`config.mk`:
```
export PLATFORM = sky130hd
export DESIGN_NAME = mmio_uart_tx
export DESIGN_NICKNAME = d
export VERILOG_FILES = /design/src/rtl/uart_pkg.sv /design/src/rtl/sync_fifo.sv /design/src/rtl/mmio_uart_tx.sv
export SDC_FILE = /design/constraint.sdc
export NUM_CORES = 1
export LEC_CHECK = 0
export CAP_MARGIN = 20
export CORE_UTILIZATION = 46
export DETAILED_ROUTE_END_ITERATION = 8
export PLACE_DENSITY = 0.75
export SYNTH_ARGS = -nofsm -noshare
export SYNTH_HDL_FRONTEND = slang
export SYNTH_SLANG_ARGS = --single-unit
```
`constraint.sdc`:
```
create_clock -name clk -period 2.4 [get_ports clk]
set_clock_uncertainty 0.1 [all_clocks]
set_input_delay 0.36 -clock clk [delete_from_list [all_inputs] [get_ports clk]]
set_output_delay 0.36 -clock clk [all_outputs]
set_load 0.01 [all_outputs]
```
`src/rtl/uart_pkg.sv`:
```
// Shared definitions for the memory-mapped UART transmitter.
// Latency: none (constants and types only).
// Backpressure: not applicable.
//
// Contents: register word offsets, STATUS bit positions, TX FSM state encoding.
package uart_pkg;

    // Byte offsets of the three decoded registers inside the 16-byte window.
    localparam logic [3:0] OFS_TXDATA = 4'h0;
    localparam logic [3:0] OFS_STATUS = 4'h4;
    localparam logic [3:0] OFS_CTRL   = 4'h8;

    // STATUS register layout.
    localparam int STAT_FULL    = 0;
    localparam int STAT_EMPTY   = 1;
    localparam int STAT_BUSY    = 2;
    localparam int STAT_OVF     = 3;
    localparam int STAT_CNT_LSB = 8;
    localparam int STAT_CNT_W   = 4;

    // CTRL register layout (only meaningful when the interrupt is built in).
    localparam int CTRL_IE = 0;

    typedef enum logic [1:0] {
        IDLE  = 2'd0,
        START = 2'd1,
        DATA  = 2'd2,
        STOP  = 2'd3
    } tx_state_t;

endpackage

```
`src/rtl/sync_fifo.sv`:
```
// Single-clock FIFO with occupancy count and combinational head output.
// Latency: a pushed entry is visible on dout / counted in the cycle after the push edge.
// Backpressure: push while full is silently ignored; pop while empty is ignored.
//
// Ports: clk, reset_n (async active-low), push/din write side, pop/dout read side,
//        full, empty, count (0..DEPTH).
module sync_fifo #(
    parameter int WIDTH = 8,
    parameter int DEPTH = 8
) (
    input  logic                     clk,
    input  logic                     reset_n,
    input  logic                     push,
    input  logic                     pop,
    input  logic [WIDTH-1:0]         din,
    output logic [WIDTH-1:0]         dout,
    output logic                     full,
    output logic                     empty,
    output logic [$clog2(DEPTH):0]   count
);

    localparam int AW = $clog2(DEPTH);
    localparam int CW = AW + 1;

    logic [WIDTH-1:0] mem [DEPTH];
    logic [AW-1:0]    wr_ptr;
    logic [AW-1:0]    rd_ptr;
    logic             do_push;
    logic             do_pop;

    assign full    = (count == CW'(DEPTH));
    assign empty   = (count == '0);
    assign do_push = push & ~full;
    assign do_pop  = pop & ~empty;
    assign dout    = mem[rd_ptr];

    // Storage needs no reset: entries are only read after being written.
    always_ff @(posedge clk) begin
        if (do_push) begin
            mem[wr_ptr] <= din;
        end
    end

    // DEPTH is a power of two, so the pointers wrap naturally.
    always_ff @(posedge clk or negedge reset_n) begin
        if (!reset_n) begin
            wr_ptr <= '0;
            rd_ptr <= '0;
            count  <= '0;
        end else begin
            if (do_push) begin
                wr_ptr <= wr_ptr + AW'(1);
            end
            if (do_pop) begin
                rd_ptr <= rd_ptr + AW'(1);
            end
            case ({do_push, do_pop})
                2'b10:   count <= count + CW'(1);
                2'b01:   count <= count - CW'(1);
                default: count <= count;
            endcase
        end
    end

endmodule

```
`src/rtl/mmio_uart_tx.sv`:
```
// Memory-mapped 8N1 UART transmitter: stores to TXDATA are queued and serialised on tx.
// Latency: start bit begins 1 cycle after the byte lands in the FIFO; frame = 10*CLKS_PER_BIT cycles.
// Backpressure: none to the core; a store to a full FIFO is dropped and sets sticky overflow.
//
// Ports: clk, reset_n (async active-low), we/addr/wd store bus, hit/rd combinational
//        read decode, tx serial line (idle high); irq when UART_TX_IRQ_EN is defined.
// Build option: define UART_TX_IRQ_EN to add CTRL.ie and the registered irq output.
module mmio_uart_tx #(
    parameter logic [31:0] BASE_ADDR    = 32'h0000_1000,
    parameter int          CLKS_PER_BIT = 16,
    parameter int          FIFO_DEPTH   = 8
) (
    input  logic        clk,
    input  logic        reset_n,
    input  logic        we,
    input  logic [31:0] addr,
    input  logic [31:0] wd,
    output logic        hit,
    output logic [31:0] rd,
    output logic        tx
`ifdef UART_TX_IRQ_EN
    ,
    output logic        irq
`endif
);

    import uart_pkg::*;

    localparam int CW = $clog2(FIFO_DEPTH) + 1;
    localparam int BW = (CLKS_PER_BIT > 2) ? $clog2(CLKS_PER_BIT) : 1;
    localparam logic [BW-1:0] BAUD_LAST = BW'(CLKS_PER_BIT - 1);

    // Word selects derived from the byte offsets.
    localparam logic [1:0] SEL_TXDATA = OFS_TXDATA[3:2];
    localparam logic [1:0] SEL_STATUS = OFS_STATUS[3:2];
    localparam logic [1:0] SEL_CTRL   = OFS_CTRL[3:2];

    logic [1:0]    wsel;
    logic          wr_txdata;
    logic          wr_status;
    logic          fifo_pop;
    logic [7:0]    fifo_dout;
    logic          fifo_full;
    logic          fifo_empty;
    logic [CW-1:0] fifo_count;
    logic          overflow;
    logic [31:0]   status;
    logic          bus_unused;

    tx_state_t     state;
    logic [BW-1:0] baud;
    logic [2:0]    idx;
    logic [7:0]    sh;
    logic          baud_last;

    // Byte lanes and sub-word address bits carry no meaning here.
    assign bus_unused = ^{addr[1:0], wd[31:8]};

    assign wsel      = addr[3:2];
    assign hit       = (addr[31:4] == BASE_ADDR[31:4]) && (wsel != 2'd3);
    assign wr_txdata = we & hit & (wsel == SEL_TXDATA);
    assign wr_status = we & hit & (wsel == SEL_STATUS);
    assign baud_last = (baud == BAUD_LAST);

    // Pop exactly when the FSM loads sh: from IDLE, or on the last STOP cycle
    // so consecutive frames run with no idle gap.
    assign fifo_pop = ~fifo_empty &
                      ((state == IDLE) | ((state == STOP) & baud_last));

    sync_fifo #(
        .WIDTH (8),
        .DEPTH (FIFO_DEPTH)
    ) u_fifo (
        .clk     (clk),
        .reset_n (reset_n),
        .push    (wr_txdata),
        .pop     (fifo_pop),
        .din     (wd[7:0]),
        .dout    (fifo_dout),
        .full    (fifo_full),
        .empty   (fifo_empty),
        .count   (fifo_count)
    );

    // Overflow looks at full from the start of the cycle, so a same-cycle pop
    // does not rescue a store that arrives while the FIFO is full.
    always_ff @(posedge clk or negedge reset_n) begin
        if (!reset_n) begin
            overflow <= 1'b0;
        end else if (wr_txdata & fifo_full) begin
            overflow <= 1'b1;
        end else if (wr_status & wd[STAT_OVF]) begin
            overflow <= 1'b0;
        end
    end

    always_ff @(posedge clk or negedge reset_n) begin
        if (!reset_n) begin
            state <= IDLE;
            baud  <= '0;
            idx   <= '0;
            sh    <= '0;
            tx    <= 1'b1;
        end else begin
            case (state)
                IDLE: begin
                    baud <= '0;
                    tx   <= 1'b1;
                    if (!fifo_empty) begin
                        sh    <= fifo_dout;
                        state <= START;
                        tx    <= 1'b0;
                    end
                end
                START: begin
                    if (baud_last) begin
                        baud  <= '0;
                        idx   <= '0;
                        state <= DATA;
                        tx    <= sh[0];
                    end else begin
                        baud <= baud + BW'(1);
                    end
                end
                DATA: begin
                    if (baud_last) begin
                        baud <= '0;
                        sh   <= sh >> 1;
                        if (idx == 3'd7) begin
                            state <= STOP;
                            tx    <= 1'b1;
                        end else begin
                            idx <= idx + 3'd1;
                            // sh[1] becomes sh[0] after this shift.
                            tx  <= sh[1];
                        end
                    end else begin
                        baud <= baud + BW'(1);
                    end
                end
                STOP: begin
                    if (baud_last) begin
                        baud <= '0;
                        if (!fifo_empty) begin
                            sh    <= fifo_dout;
                            state <= START;
                            tx    <= 1'b0;
                        end else begin
                            state <= IDLE;
                            tx    <= 1'b1;
                        end
                    end else begin
                        baud <= baud + BW'(1);
                    end
                end
                default: begin
                    state <= IDLE;
                    tx    <= 1'b1;
                end
            endcase
        end
    end

    always_comb begin
        status                                   = '0;
        status[STAT_FULL]                        = fifo_full;
        status[STAT_EMPTY]                       = fifo_empty;
        status[STAT_BUSY]                        = (state != IDLE);
        status[STAT_OVF]                         = overflow;
        status[STAT_CNT_LSB +: STAT_CNT_W]       = STAT_CNT_W'(fifo_count);
    end

`ifdef UART_TX_IRQ_EN
    logic ie;

    always_ff @(posedge clk or negedge reset_n) begin
        if (!reset_n) begin
            ie  <= 1'b0;
            irq <= 1'b0;
        end else begin
            if (we & hit & (wsel == SEL_CTRL)) begin
                ie <= wd[CTRL_IE];
            end
            // "Transmit drained": nothing queued and the line has gone idle.
            irq <= ie & fifo_empty & (state == IDLE);
        end
    end

    always_comb begin
        rd = '0;
        if (hit) begin
            case (wsel)
                SEL_STATUS: rd = status;
                SEL_CTRL:   rd[CTRL_IE] = ie;
                default:    rd = '0;
            endcase
        end
    end
`else
    always_comb begin
        rd = '0;
        if (hit && (wsel == SEL_STATUS)) begin
            rd = status;
        end
    end
`endif

endmodule

```
==> Flow_metrics.wiki <==
{| class="wikitable"
! Metric !! Value
|-
| Top-level port count || 101
|-
| Crit. End Element || flip-flop
|-
| DRT Wirelength || 8.706 mm
|-
| CP max-delay cell || or4b_4
|-
| Pin count of the biggest net entering global routing || 30
|-
| Flop and latch count out of synthesis || 93
|-
| Max cap viols || 0
|-
| Startpoint-to-endpoint class of the critical path || in -> reg
|-
| Global route total overflow || 0
|-
| Gp weighted congestion || 0.7713
|-
| Routed wl met3 || 237 µm
|-
| Clock tree from TritonCTS || yes
|-
| Placed cell count || 515
|-
| Via density per instance || 5.087
|-
| Endpoints failing hold || 0
|-
| Critical path depth || 6
|-
| Clock-pin slew on the worst setup and hold paths || 0.10 ns
|-
| Share of synthesized flip-flops with an asynchronous set or reset || 31.18%
|-
| PD cells || 525.6 nW/µm²
|-
| Total die area || 10120 µm²
|-
| Cell with the most instances after synthesis || edfxtp_1
|-
| Syn Area/Cell || 14.66 µm²
|-
| Number of buffers created by CTS || 9
|-
| Reg2reg end || u_fifo.count[3]$_DFFE_PN0P_
|-
| Leading post-synthesis cells by instance count || edfxtp_1, dfrtp_1, nand2_1, buf_4, mux4_2
|-
| Vias in the first global route || 2777
|-
| Die height || 100.6 µm
|-
| Die width || 100.6 µm
|-
| Port bufs || 50
|-
| Critical path arrival || 2.33 ns
|-
| Time the worst path needs with I/O delays and setup || 2.359 ns
|-
| Total track usage || 18.05%
|-
| YS warnings || 0
|-
| # clock sinks || 93
|-
| Hold WC Path Type || in -> async
|-
| Maximum fanout encountered on the critical timing path || 4
|-
| Iteration count of the initial detailed-routing pass || 4
|-
| Number of antenna violations at the first check in global routing || 0
|-
| Number of vias in the routed layout || 2747
|-
| Wire per inst || 16.12 µm
|-
| Cell family with most CP delay || simple AND/OR/NAND/NOR gates
|-
| Number of core rows || 35
|-
| Outcome || finished, final reports clean
|-
| Final standard cell count with taps included and fillers excluded || 540
|-
| Area of the core || 9328 µm²
|-
| Syn Std Cell Area || 4472 µm²
|-
| First-pass GRT wire length || 13.59 mm
|-
| Placed wire-length estimate || 6.288 mm
|-
| CP cell instances || clkdlybuf4s50_1, or3b_4, nor2_4, or4b_4, nor3b_4, buf_6
|-
| Number of design rule violations left after detail routing || 0
|-
| Clock latency on the worst-skew pair || 0.36 ns
|-
| Count of endpoints failing setup in the final report || 0
|-
| WP data required || 2.37 ns
|-
| Cell chosen for the clock root || clkbuf_8
|-
| Worst setup SP type || input pin
|-
| Clk buf depth || 2
|-
| FF-to-FF setup slack || 0.12 ns
|-
| Area growth from synthesis to layout || 26.52%
|-
| Number of fillers in the final layout || 692
|-
| Final max-slew violation count || 0
|-
| Max incr delay on CP || 0.53 ns
|-
| Cell type with the largest total area after synthesis || edfxtp_1
|-
| Primary FF master, synth || edfxtp_1
|-
| Total power consumption of the routed design || 2.974 mW
|-
| Portion of the post-synthesis area used by sequential elements || 59.23%
|-
| Period utilization || 98.30%
|-
| Layout Utilization || 60.66%
|-
| DRT iter0 DRCs || 106
|-
| Worst-case reg-to-reg path depth || 11
|-
| Peak supply drop || 0.6129 mV
|-
| Number of enable-type register cells in the synthesized netlist || 64
|-
| Yosys cell types || 56
|-
| Synth area leaders || edfxtp_1, dfrtp_1, mux4_2
|-
| CTS H-tree depth || 3
|-
| Leakage dissipation || 2.246 nW
|-
| Reg2Reg Launch Point || u_fifo.count[1]$_DFFE_PN0P_
|-
| Highest metal layer used by the detailed router || met4
|-
| Layout cell share with drive strength beyond 1 || 31.22%
|-
| Maximum clock frequency || 423.9 MHz
|-
| Effective utilization at floorplan || 47.94%
|-
| Synthesized instance count || 305
|-
| Post-synth top area share || 42.98%
|-
| Residual antenna-violating net count after detailed routing || 0
|-
| NumNets Final || 485
|-
| Routed metal-1 wire length || 3.536 mm
|-
| Critical path buffer and inverter count || 2
|-
| Routed wl met2 || 4.731 mm
|}
-- metrics by stage --
step           hold WS [ns]  setup slack [ns]   TNS (ns)  cell area (µm²)
3_3_place_gp         0.3673           -0.4397     -24.80             5323
6_report             0.2793           0.04073          0             5658
2_1_floorplan      -0.03559          -0.07423   -0.09335             4566
4_1_cts              0.2777          0.003452          0             5578
3_5_place_dp         0.3759           -0.4935     -29.90             5323
5_1_grt              0.3044         -0.006648  -0.006648             5655
-- sequential cells by signal (all words and copies together) (netlist names) --
name           cells
idx                3
u_fifo.count       4
u_fifo.mem        64
tx                 1
sh                 8
baud               4
u_fifo.rd_ptr      3
overflow           1
u_fifo.wr_ptr      3
state              2
-- placed cells by master (no fill, tap or decap), types with 3 or more instances in the layout --
master / n
edfxtp_1: 64
buf_4: 44
dfrtp_1: 27
nand2_1: 26
conb_1: 24
dlygate4sd2_1: 21
mux4_2: 16
ha_1: 11
clkdlybuf4s50_1: 11
nor2_1: 9
clkbuf_8: 9
mux2i_1: 8
buf_2: 8
buf_6: 8
xor2_1: 7
o21ai_0: 7
and2_1: 6
inv_1: 6
o221ai_1: 6
nor4_4: 5
nor4_2: 5
dlymetal6s2s_1: 5
clkdlybuf4s15_1: 5
nand2b_1: 4
mux2_2: 4
xnor2_1: 3
a21oi_1: 3
a31oi_1: 3
-- final cells by class --
cell class,count,area [µm²],share of cell area [%]
diodes,1,2.502,0.04423
clock buffers,10,127.6,2.256
clock inverters,6,70.07,1.238
inverters,6,22.52,0.3981
multi-input cells,193,1757,31.05
flip-flops and latches,93,2650,46.84
well taps,129,161.4,2.853
repair buffers,102,867.1,15.33
-- where the power goes --
| part | leakage [nW] | internal (mW) | switching [mW] | total, mW |
|---|---|---|---|---|
| logic | 1.17 | 0.0803 | 0.0906 | 0.171 |
| registers | 0.975 | 1.75 | 0.0202 | 1.77 |
| clock network | 0.0969 | 0.493 | 0.536 | 1.03 |
| total | 2.25 | 2.33 | 0.647 | 2.97 |
-- metal layers --
metal / up-vias / global-route usage [%]
met2: 64 / 31.19
met1: 1351 / 21.47
met5: - / 0
met4: 0 / 7.246
li1: 1314 / -
met3: 18 / 4.854
-- timing repair --
action	CTS	global route
hold buffers	0	0
pin swaps	12	12
setup buffers	5	3
endpoints found under the setup margin	43	64
resized for setup	65	33
-- kinds of logic after synthesis --
group / Yosys count / share of synthesized area, %
flip-flops: 93 / 59.23
AND/OR/NAND/NOR: 86 / 13.35
buffers and inverters: 42 / 5.764
AO/OA/AOI/OAI: 31 / 4.869
multiplexers: 29 / 11.11
adder cells (fa/ha/maj): 13 / 3.637
XOR/XNOR: 10 / 1.959
other: 1 / 0.08386
-- worst max-delay path by stage --
stage | to | slack [ns] | from
finish | u_fifo.mem[5][7]$_DFFE_PP_ | 0.04 | addr[3]
global route | u_fifo.count[3]$_DFFE_PN0P_ | -0.007 | addr[6]
CTS | u_fifo.mem[5][7]$_DFFE_PP_ | 0.003 | addr[21]
detailed placement | u_fifo.mem[5][2]$_DFFE_PP_ | -0.49 | addr[22]
global placement | u_fifo.mem[5][7]$_DFFE_PP_ | -0.44 | addr[6]
floorplan | u_fifo.count[2]$_DFFE_PN0P_ | -0.07 | addr[22]
Note: power is estimated with default switching activity, not from simulation.
